`src/rtl/vend_pkg.sv`:
```
// Shared types and helpers for the multi-slot vending controller.
// Holds the controller state encoding, the accepted coin denominations
// and the coin-legality check used by the coin detector.

package vend_pkg;

  localparam int COIN_W = 6;

  typedef enum logic [1:0] {
    IDLE     = 2'd0,
    CREDIT   = 2'd1,
    DISPENSE = 2'd2,
    CHANGE   = 2'd3
  } vend_state_e;

  localparam logic [COIN_W-1:0] COIN_1  = 6'd1;
  localparam logic [COIN_W-1:0] COIN_5  = 6'd5;
  localparam logic [COIN_W-1:0] COIN_10 = 6'd10;
  localparam logic [COIN_W-1:0] COIN_50 = 6'd50;

  // Only the four denominations the acceptor is calibrated for count as money.
  function automatic logic coin_is_legal(input logic [COIN_W-1:0] value);
    return (value == COIN_1)  || (value == COIN_5) ||
           (value == COIN_10) || (value == COIN_50);
  endfunction

endpackage

```
`src/rtl/vend_coin_detect.sv`:
```
// Coin event detector: remembers last cycle's coin_input so that a coin
// held on the bus for several cycles is counted once, while a different
// nonzero value on the very next cycle counts as a fresh coin.

module vend_coin_detect
  import vend_pkg::*;
(
  input  logic              clk,
  input  logic              reset,
  input  logic [COIN_W-1:0] coin_input,
  output logic              coin_evt,
  output logic              coin_legal,
  output logic [COIN_W-1:0] coin_val
);

  logic [COIN_W-1:0] coin_hist_q;

  // Coin history register, cleared by reset so the first coin after reset always counts.
  always_ff @(posedge clk) begin
    if (reset) begin
      coin_hist_q <= '0;
    end else begin
      coin_hist_q <= coin_input;
    end
  end

  // A coin event is a nonzero value that differs from what was on the bus last cycle.
  always_comb begin
    coin_evt   = (coin_input != '0) && (coin_input != coin_hist_q);
    coin_legal = coin_is_legal(coin_input);
    coin_val   = coin_input;
  end

endmodule

```
`src/rtl/vend_fsm_multi.sv`:
```
// Multi-slot vending controller: credit accumulation with saturation,
// per-slot prices and stock counters, coin rejection, refund and
// dispense sequencing.
// Optional feature macro: VEND_CHANGE_EN -- when defined the remainder
// after a sale is paid out through CHANGE; otherwise it stays as credit.

module vend_fsm_multi
  import vend_pkg::*;
#(
  parameter int                          N_DRINKS   = 4,
  parameter int                          CREDIT_W   = 8,
  parameter logic [N_DRINKS*CREDIT_W-1:0] PRICE_LIST = {8'd25, 8'd20, 8'd15, 8'd10},
  parameter int                          MAX_CREDIT = 200,
  parameter int                          STOCK_W    = 4,
  parameter int                          STOCK_INIT = 8,
  localparam int                         IDX_W      = $clog2(N_DRINKS)
) (
  input  logic                clk,
  input  logic                reset,
  input  logic [COIN_W-1:0]   coin_input,
  input  logic [IDX_W:0]      drink_choose,
  input  logic                refund,
  input  logic                restock,
  output logic [IDX_W:0]      drink_output,
  output logic [CREDIT_W-1:0] coin_total,
  output logic [CREDIT_W-1:0] change_out,
  output logic                change_valid,
  output logic                coin_reject,
  output logic                deny,
  output logic [N_DRINKS-1:0] sold_out
);

  vend_state_e         state_q, state_d;
  logic [CREDIT_W-1:0] credit_q, credit_d;
  logic [STOCK_W-1:0]  stock_q [N_DRINKS];
  logic [STOCK_W-1:0]  stock_d [N_DRINKS];
  logic [IDX_W:0]      drink_q, drink_d;
  logic [CREDIT_W-1:0] change_q, change_d;
  logic                change_valid_q, change_valid_d;
  logic                reject_q, reject_d;
  logic                deny_q, deny_d;

  logic                coin_evt;
  logic                coin_legal;
  logic [COIN_W-1:0]   coin_val;

  logic                req;
  logic [IDX_W-1:0]    sel_idx;
  logic                sel_in_range;
  logic [CREDIT_W-1:0] sel_price;
  logic [STOCK_W-1:0]  sel_stock;
  logic                sel_ok;
  logic [CREDIT_W:0]   coin_sum;
  logic                coin_fits;

  vend_coin_detect u_coin_detect (
    .clk        (clk),
    .reset      (reset),
    .coin_input (coin_input),
    .coin_evt   (coin_evt),
    .coin_legal (coin_legal),
    .coin_val   (coin_val)
  );

  // Decode the selection: look up price and stock of the requested slot and
  // decide whether the purchase can go ahead with the current credit.
  always_comb begin
    req          = drink_choose[IDX_W];
    sel_idx      = drink_choose[IDX_W-1:0];
    sel_in_range = 1'b0;
    sel_price    = '0;
    sel_stock    = '0;
    for (int i = 0; i < N_DRINKS; i++) begin
      if (sel_idx == IDX_W'(i)) begin
        sel_in_range = 1'b1;
        sel_price    = PRICE_LIST[i*CREDIT_W +: CREDIT_W];
        sel_stock    = stock_q[i];
      end
    end
    sel_ok = sel_in_range && (sel_stock != '0) && (credit_q >= sel_price);
  end

  // Credit-plus-coin is formed one bit wider so a sum past MAX_CREDIT is
  // caught before it could wrap the credit register.
  always_comb begin
    coin_sum  = {1'b0, credit_q} + (CREDIT_W+1)'(coin_val);
    coin_fits = coin_sum <= (CREDIT_W+1)'(MAX_CREDIT);
  end

  // Next-state and output logic. Priority inside IDLE/CREDIT is refund,
  // then request, then coin; any coin that is not the winning event is rejected.
  always_comb begin
    state_d        = state_q;
    credit_d       = credit_q;
    stock_d        = stock_q;
    drink_d        = '0;
    change_d       = '0;
    change_valid_d = 1'b0;
    reject_d       = 1'b0;
    deny_d         = 1'b0;

    case (state_q)
      IDLE, CREDIT: begin
        if (refund && (state_q == CREDIT)) begin
          state_d        = CHANGE;
          change_d       = credit_q;
          change_valid_d = 1'b1;
          reject_d       = coin_evt;
        end else if (req) begin
          reject_d = coin_evt;
          if (sel_ok) begin
            state_d  = DISPENSE;
            drink_d  = {1'b1, sel_idx};
            credit_d = credit_q - sel_price;
            for (int i = 0; i < N_DRINKS; i++) begin
              if (sel_idx == IDX_W'(i)) begin
                stock_d[i] = stock_q[i] - STOCK_W'(1);
              end
            end
          end else begin
            deny_d = 1'b1;
          end
        end else if (coin_evt) begin
          if (coin_legal && coin_fits) begin
            credit_d = coin_sum[CREDIT_W-1:0];
            state_d  = CREDIT;
          end else begin
            reject_d = 1'b1;
          end
        end
      end

      DISPENSE: begin
        reject_d = coin_evt;
`ifdef VEND_CHANGE_EN
        if (credit_q != '0) begin
          state_d        = CHANGE;
          change_d       = credit_q;
          change_valid_d = 1'b1;
        end else begin
          state_d = IDLE;
        end
`else
        state_d = (credit_q != '0) ? CREDIT : IDLE;
`endif
      end

      CHANGE: begin
        reject_d = coin_evt;
        credit_d = '0;
        state_d  = IDLE;
      end

      default: begin
        state_d  = IDLE;
        credit_d = '0;
      end
    endcase

    if (restock) begin
      for (int i = 0; i < N_DRINKS; i++) begin
        stock_d[i] = STOCK_W'(STOCK_INIT);
      end
    end
  end

  // State, credit, stock and registered output pulses; reset forfeits credit.
  always_ff @(posedge clk) begin
    if (reset) begin
      state_q        <= IDLE;
      credit_q       <= '0;
      drink_q        <= '0;
      change_q       <= '0;
      change_valid_q <= 1'b0;
      reject_q       <= 1'b0;
      deny_q         <= 1'b0;
      for (int i = 0; i < N_DRINKS; i++) begin
        stock_q[i] <= STOCK_W'(STOCK_INIT);
      end
    end else begin
      state_q        <= state_d;
      credit_q       <= credit_d;
      drink_q        <= drink_d;
      change_q       <= change_d;
      change_valid_q <= change_valid_d;
      reject_q       <= reject_d;
      deny_q         <= deny_d;
      for (int i = 0; i < N_DRINKS; i++) begin
        stock_q[i] <= stock_d[i];
      end
    end
  end

  // Sold-out flags come straight from the stock registers so the panel
  // lights change in the same cycle the counter reaches zero.
  always_comb begin
    for (int i = 0; i < N_DRINKS; i++) begin
      sold_out[i] = (stock_q[i] == '0);
    end
  end

  assign drink_output = drink_q;
  assign coin_total   = credit_q;
  assign change_out   = change_q;
  assign change_valid = change_valid_q;
  assign coin_reject  = reject_q;
  assign deny         = deny_q;

endmodule

```
`config.mk`:
```
export PLATFORM = sky130hd
export DESIGN_NAME = vend_fsm_multi
export DESIGN_NICKNAME = d
export VERILOG_FILES = /design/src/rtl/vend_pkg.sv /design/src/rtl/vend_coin_detect.sv /design/src/rtl/vend_fsm_multi.sv
export SDC_FILE = /design/constraint.sdc
export NUM_CORES = 1
export LEC_CHECK = 0
export ABC_AREA = 1
export CAP_MARGIN = 10
export CORE_MARGIN = 1.5
export CORE_UTILIZATION = 56
export DETAILED_ROUTE_END_ITERATION = 6
export PLACE_DENSITY = 0.81
export SYNTH_ARGS = -nofsm -noshare
export SYNTH_HDL_FRONTEND = slang
export SYNTH_HIERARCHICAL = 1
export SYNTH_SLANG_ARGS = --single-unit
```
`constraint.sdc`:
```
create_clock -name clk -period 3.86 [get_ports clk]
set_clock_uncertainty 0.15 [all_clocks]
set_input_delay 0.965 -clock clk [delete_from_list [all_inputs] [get_ports clk]]
set_output_delay 0.965 -clock clk [all_outputs]
set_load 0.01 [all_outputs]
```
==> metrics.txt <==
CTS Buf Count=5; Reg clk slew, reported paths=0.09 ns; worst vdd ir=0.000307 V; CTS tree=yes; PwrDens=400 mW/mm²; reg2reg start=coin_total[0]$_SDFFE_PP0P_; GRT Overall Usage=0.234; CP startpoint=drink_choose[0]; crit path DAT=3.62 ns; syn avg cell area=6.78 µm²; Clock Latency Late Sink=0.30 ns; Netlist cell types=36; Fmax=280 MHz; Diodes inserted=0; Switching Fraction=0.376; DP HPWL=4.94 mm; Pleak=1.69 nW; via count=2795; top_reg_cell synth=dfxtp_1; Critical Path RT=3.91 ns; HP Class=flop to flop; area grow syn2layout=17.7%; Crit Path Max Fanout=13; sequential share of the synthesized area=0.308; most frequent cells in the layout=nand2_1, nor2_1, inv_1; Nets=517; DRC viols=0; ys async rst share=0; final wirelength=6.29 mm; Slew @ Worst Pin=0.412 ns; RSZ-0062 raised after global routing=no; post-route ant nets=0; post-CTS setup buffers=0; outcome=finished, final reports clean; WHS Path Cells=2; Min Hold Slack=0.328 ns; synth warn=6; Clock power frac=0.216; port bufs=38; fin crit share=0.926; routed vias/inst=5.05; Max-cap violations=0; minimum clock period=3.57 ns; Seq pwr share=0.393; Core ar.=0.00514 mm²; number of DRC markers in iteration 0=158; synthesized net count=476; pin count of the biggest net entering global routing=17; first-pass GRT wire length=11.2 mm; vias in the first global route=2560; Root Buffer=clkbuf_8; Initial Util=0.582; drt pass-1 iters=5; Resized Gates After CTS=0; Slew Viols, Final=0; Setup Total Neg Slack=0 ns; post-synthesis register bit count=46; # rows=26; IO Count=39; HP Start=stock_q[3]$_SDFFE_PP1P_; final hold vios=0; Switch Pwr=529 µW; CP endpoint kind=flop; number of synthesized flops with an enable pin=0; Setup CP Type=input pin to flop; Mapped Area=0.00299 mm²; P_int=878 µW; die footprint=0.00579 mm²; reg2reg path depth=16; Bufs on Longest Clock Path=2; width of the die=76.1 µm; height of the die=76.1 µm; grt total ovfl=0; Final setup viols=0; most common cell after layout, fill and taps aside=nand2_1; clock sinks=46; hold_buf cts=0; combinational share of power=0.391; max_slew headroom=0.725; Mapped Cells=441; H-tree Lvls=2; antenna violations before repair=0; gpl congestion=0.900; layout cell share with drive strength beyond 1=0.104; average routed wire per standard cell=11.4 µm; CP Launch Type=input pin; Core Util, Final=0.685
==> cell usage after synthesis (3+ instances only) <==
| cell | n | area, µm² |
|---|---|---|
| nor2_1 | 60 | 225 |
| nand3_1 | 31 | 155 |
| nand2_1 | 109 | 409 |
| nor2_2 | 5 | 31.3 |
| nand2_2 | 4 | 25.0 |
| a21oi_1 | 27 | 135 |
| nand4_1 | 4 | 25.0 |
| inv_2 | 8 | 30.0 |
| nor3_1 | 3 | 15.0 |
| buf_6 | 3 | 33.8 |
| o21ai_0 | 16 | 80.1 |
| nand3_2 | 9 | 90.1 |
| ha_1 | 20 | 250 |
| nand3b_1 | 3 | 22.5 |
| inv_1 | 57 | 214 |
| dfxtp_1 | 46 | 921 |
| buf_4 | 6 | 45.0 |
| o211ai_1 | 4 | 30.0 |
| nor3b_1 | 4 | 30.0 |
==> worst max-delay path, stage by stage <==
cell and delay [ns]:
clkdlybuf4s50_1 0.51, inv_1 0.09, ha_1 0.21, nor2_1 0.13, o21ai_0 0.17, fa_1 0.45, nand3_1 0.11, nand2_1 0.07
nand2_1 0.12, nand3_2 0.11, nand3_4 0.11, nand3_2 0.07, nand2_1 0.07, inv_2 0.11, nand2_1 0.15, nand2_1 0.06
nand2_1 0.06, nor2_1 0.05
==> stage by stage <==
stage	setup WS, ns	std cells	power, mW	area, µm²
6_report	0.286	553	1.41	3520
3_3_place_gp	0.108	545	1.10	3420
2_1_floorplan	0.644	441	0.958	2990
4_1_cts	0.309	553	1.41	3520
3_5_place_dp	0.00728	545	1.11	3420
5_1_grt	0.0440	553	1.52	3520
==> metal layers <==
layer / vias up / GRT usage / wire (µm) / part of all wire
li1: 1480 / - / - / -
met1: 1254 / 0.318 / 3080 / 0.49
met2: 56 / 0.387 / 2860 / 0.45
met3: 5 / 0.0443 / 297 / 0.047
met4: 0 / 0.0500 / 54 / 0.0086
met5: - / 0 / 0 / 0
==> power groups by stage <==
stage	combinational (mW)	sequential [mW]	clock [mW]
4_1_cts	0.548	0.553	0.312
3_3_place_gp	0.534	0.563	0
2_1_floorplan	0.396	0.561	0
5_1_grt	0.620	0.560	0.337
6_report	0.550	0.553	0.304
3_5_place_dp	0.545	0.564	0
==> cell families (layout without fill, tap and decap cells) <==
group / count (synthesis) / count (layout) / synth area share
compound gates: 55 / 55 / 0.101
xor+xnor: 1 / 1 / 0.00293
fa+ha+maj: 22 / 22 / 0.0971
buf+inv: 76 / 118 / 0.111
flops: 46 / 46 / 0.308
simple gates: 241 / 241 / 0.380
==> state kept, by name (all words and copies together), names as in the netlist <==
signal,cells
stock_q,16
change_valid,1
deny,1
coin_reject,1
change_out,8
drink_output,3
coin_total,8
state_q,2
u_coin_detect/coin_hist_q,6
==> final timing paths <==
kind	end	slack [ns]
hold reg to reg	stock_q[3]$_SDFFE_PP1P_	0.33
setup reg to reg	coin_total[3]$_SDFFE_PP0P_	1.35
hold / removal	stock_q[3]$_SDFFE_PP1P_	0.33
setup / recovery	coin_total[3]$_SDFFE_PP0P_	0.29
==> final cells by class <==
class | instances | area, µm²
repair buffers | 45 | 433
well taps | 70 | 87.6
fillers | 487 | 1620
inverters | 65 | 244
flip-flops and latches | 46 | 921
clock inverters | 2 | 12.5
clock buffers | 6 | 82.6
multi-input cells | 319 | 1740
No activity file was read; power rests on OpenSTA's default activity.
==> RTL edit, RTL diff (config.mk and constraints unchanged) <==
Re-encode `vend_state_e` (4 states) as one-hot, 4 bits wide.
--- a/src/rtl/vend_pkg.sv
+++ b/src/rtl/vend_pkg.sv
@@ -8,7 +8,7 @@
 
-  typedef enum logic [1:0] {
-    IDLE     = 2'd0,
-    CREDIT   = 2'd1,
-    DISPENSE = 2'd2,
-    CHANGE   = 2'd3
+  typedef enum logic [3:0] {
+    IDLE     = 4'b0001,
+    CREDIT   = 4'b0010,
+    DISPENSE = 4'b0100,
+    CHANGE   = 4'b1000
   } vend_state_e;
Check against the original RTL: no difference found for any inputs over 4 cycles, from zero or initial values and one cycle with reset high; so few cycles prove little.
==> RTL edit against the original RTL <==
- setup slack lost 0.0052 ns
- critical path depth shrank 2
- fmax shrank 0.15%
- sequential cell count grew 2
- non-clock buffer count shrank 2
- design area grew 4.7%
- routed wire length grew 13%
- synthesized area grew 5.4%
- critical endpoint is now stock_q[12]
Power is not compared: it rests on default switching activity, and its combinational part moved more than twofold at a synthesized area within 25%.
==> RTL edit: results (changes against the original RTL) <==
----------------------------------------------------
[Critical path]
  Family with the most delay on the worst path ... buffers and inverters
  Highest fanout seen on the critical path ... 6 (-7)
  Arrival time at the worst endpoint ... 3.63 ns (about the same)
  Highest cell delay on the worst timing path ... 0.54 ns (+0.03 ns)

[Drt]
  Vias per cell ... 5.17 (+2.3%)
  DR WL/cell ... 12.7 um (+11%)
  Sum of routed wire segments on met1 ... 3230 um (+4.8%)
  Highest layer used for signal routing ... met4
  Starting DRT DRC Count ... 175 (+11%)
  First-pass DRT Iterations ... 4 (-1)
  Met2 Wirelength ... 3340 um (+17%)
  Wire length on met3 ... 432 um (+45%)

[GRT]
  GR Layer Usage met1 ... 0.308 (-0.00999)
  GR met3 Demand/Resource ... 0.0547 (+0.0103)
  Maximum number of pins on one net before global-route repair ... 16 (-1)
  Met2 routing resource usage after global routing ... 0.430 (+0.0422)
  Global Route Usage Sum ... 0.250 (+0.0160)
  Vias in the first global route ... 2834 (+11%)

[Logic synthesis]
  Number of unique standard cell types used by synthesis ... 45 (+25%)
  Mean area per synthesized cell ... 7.00 um2 (+3.3%)
  Sequential area share after synthesis ... 0.305 (-0.00320)
  FFs w/ async S/R, synth ... 0 (unchanged)
  Cell types with the highest counts after synthesis ... sky130_fd_sc_hd__nand2_1 (105), sky130_fd_sc_hd__inv_1 (63), sky130_fd_sc_hd__nor2_1 (50), sky130_fd_sc_hd__dfxtp_1 (48)
  Net count of the mapped netlist ... 484 (+1.7%)
  Proportion of netlist area held by the largest area contributor ... 0.305 (-0.00320)

[Layout]
  Number of fillers in the final layout ... 495 (+1.6%)
  Final nets ... 523 (+1.2%)
  Cell Count, Final, Fillers Out ... 562 (+1.6%)
  Fraction of layout instances using a drive strength above 1 ... 0.127 (+0.0230)

[Placement]
  Half-perimeter wire length after placement ... 5410 um (+9.5%)
  Cell count after placement ... 554 (+1.7%)
  Cell area reported after detailed placement ... 3560 um2 (+4.1%)
  Weighted congestion reported at the end of routability-driven placement ... 0.921 (+2.3%)

[Timing]
  Slew @ Worst Pin ... 0.508 ns (+0.0959 ns)

[Outcome]
  Result of the run ... complete, no violations

----------------------------------------------------
## RTL edit: cell count changes in the layout (fill, tap and decap cells not counted), sizes merged, moves of 2 or more
cell,delta
inv,+9
nor2,-9
nor3,+8
o21ai,-6
and3,+5
nand3,-5
or2,+3
a211oi,+2
buf,-2
dfxtp,+2
nand2,-2
nand3b,-2
nand4,+2
## RTL edit: power by group
group          switching (mW)  internal [mW]
Combinational           0.673          0.447
Sequential             0.0826          0.558
Clock                   0.175          0.212
## RTL edit: path summary, 6_finish.rpt
check / start / end / slack (ns) / cells past startpoint
hold / removal: stock_q[3] / stock_q[3] / 0.32 / 2
hold reg to reg: stock_q[3] / stock_q[3] / 0.32 / 2
setup reg to reg: coin_total[0] / stock_q[12] / 1.25 / 14
setup / recovery: drink_choose[0] / stock_q[12] / 0.28 / 16
## RTL edit: cells by family (layout without fill, tap and decap cells)
| family | after synthesis | in the layout | synth area share |
|---|---|---|---|
| DFF | 48 | 48 | 0.305 |
| xor gates and xnor gates | 3 | 3 | 0.00834 |
| and+or+nand+nor | 242 | 242 | 0.386 |
| buffers and inverters | 85 | 125 | 0.119 |
| AOI/OAI and AO/OA | 51 | 51 | 0.0929 |
| adders and majority gates | 21 | 21 | 0.0881 |
## RTL edit: through the flow
stage	setup WS [ns]	TNS (ns)	util
finish	0.280	0	0.673
global route	0.0325	0	0.673
CTS	0.232	0	0.673
detailed placement	-0.0663	-0.306	0.651
global placement	0.0879	0	0.651
floorplan	0.545	0	-
## RTL edit: final cells by class
class,instances,share of cell area
clock inverters,2,0.0105
well taps,72,0.0244
inverters,74,0.0761
flip-flops and latches,48,0.261
repair buffers,43,0.113
multi-input cells,317,0.492
clock buffers,6,0.0224
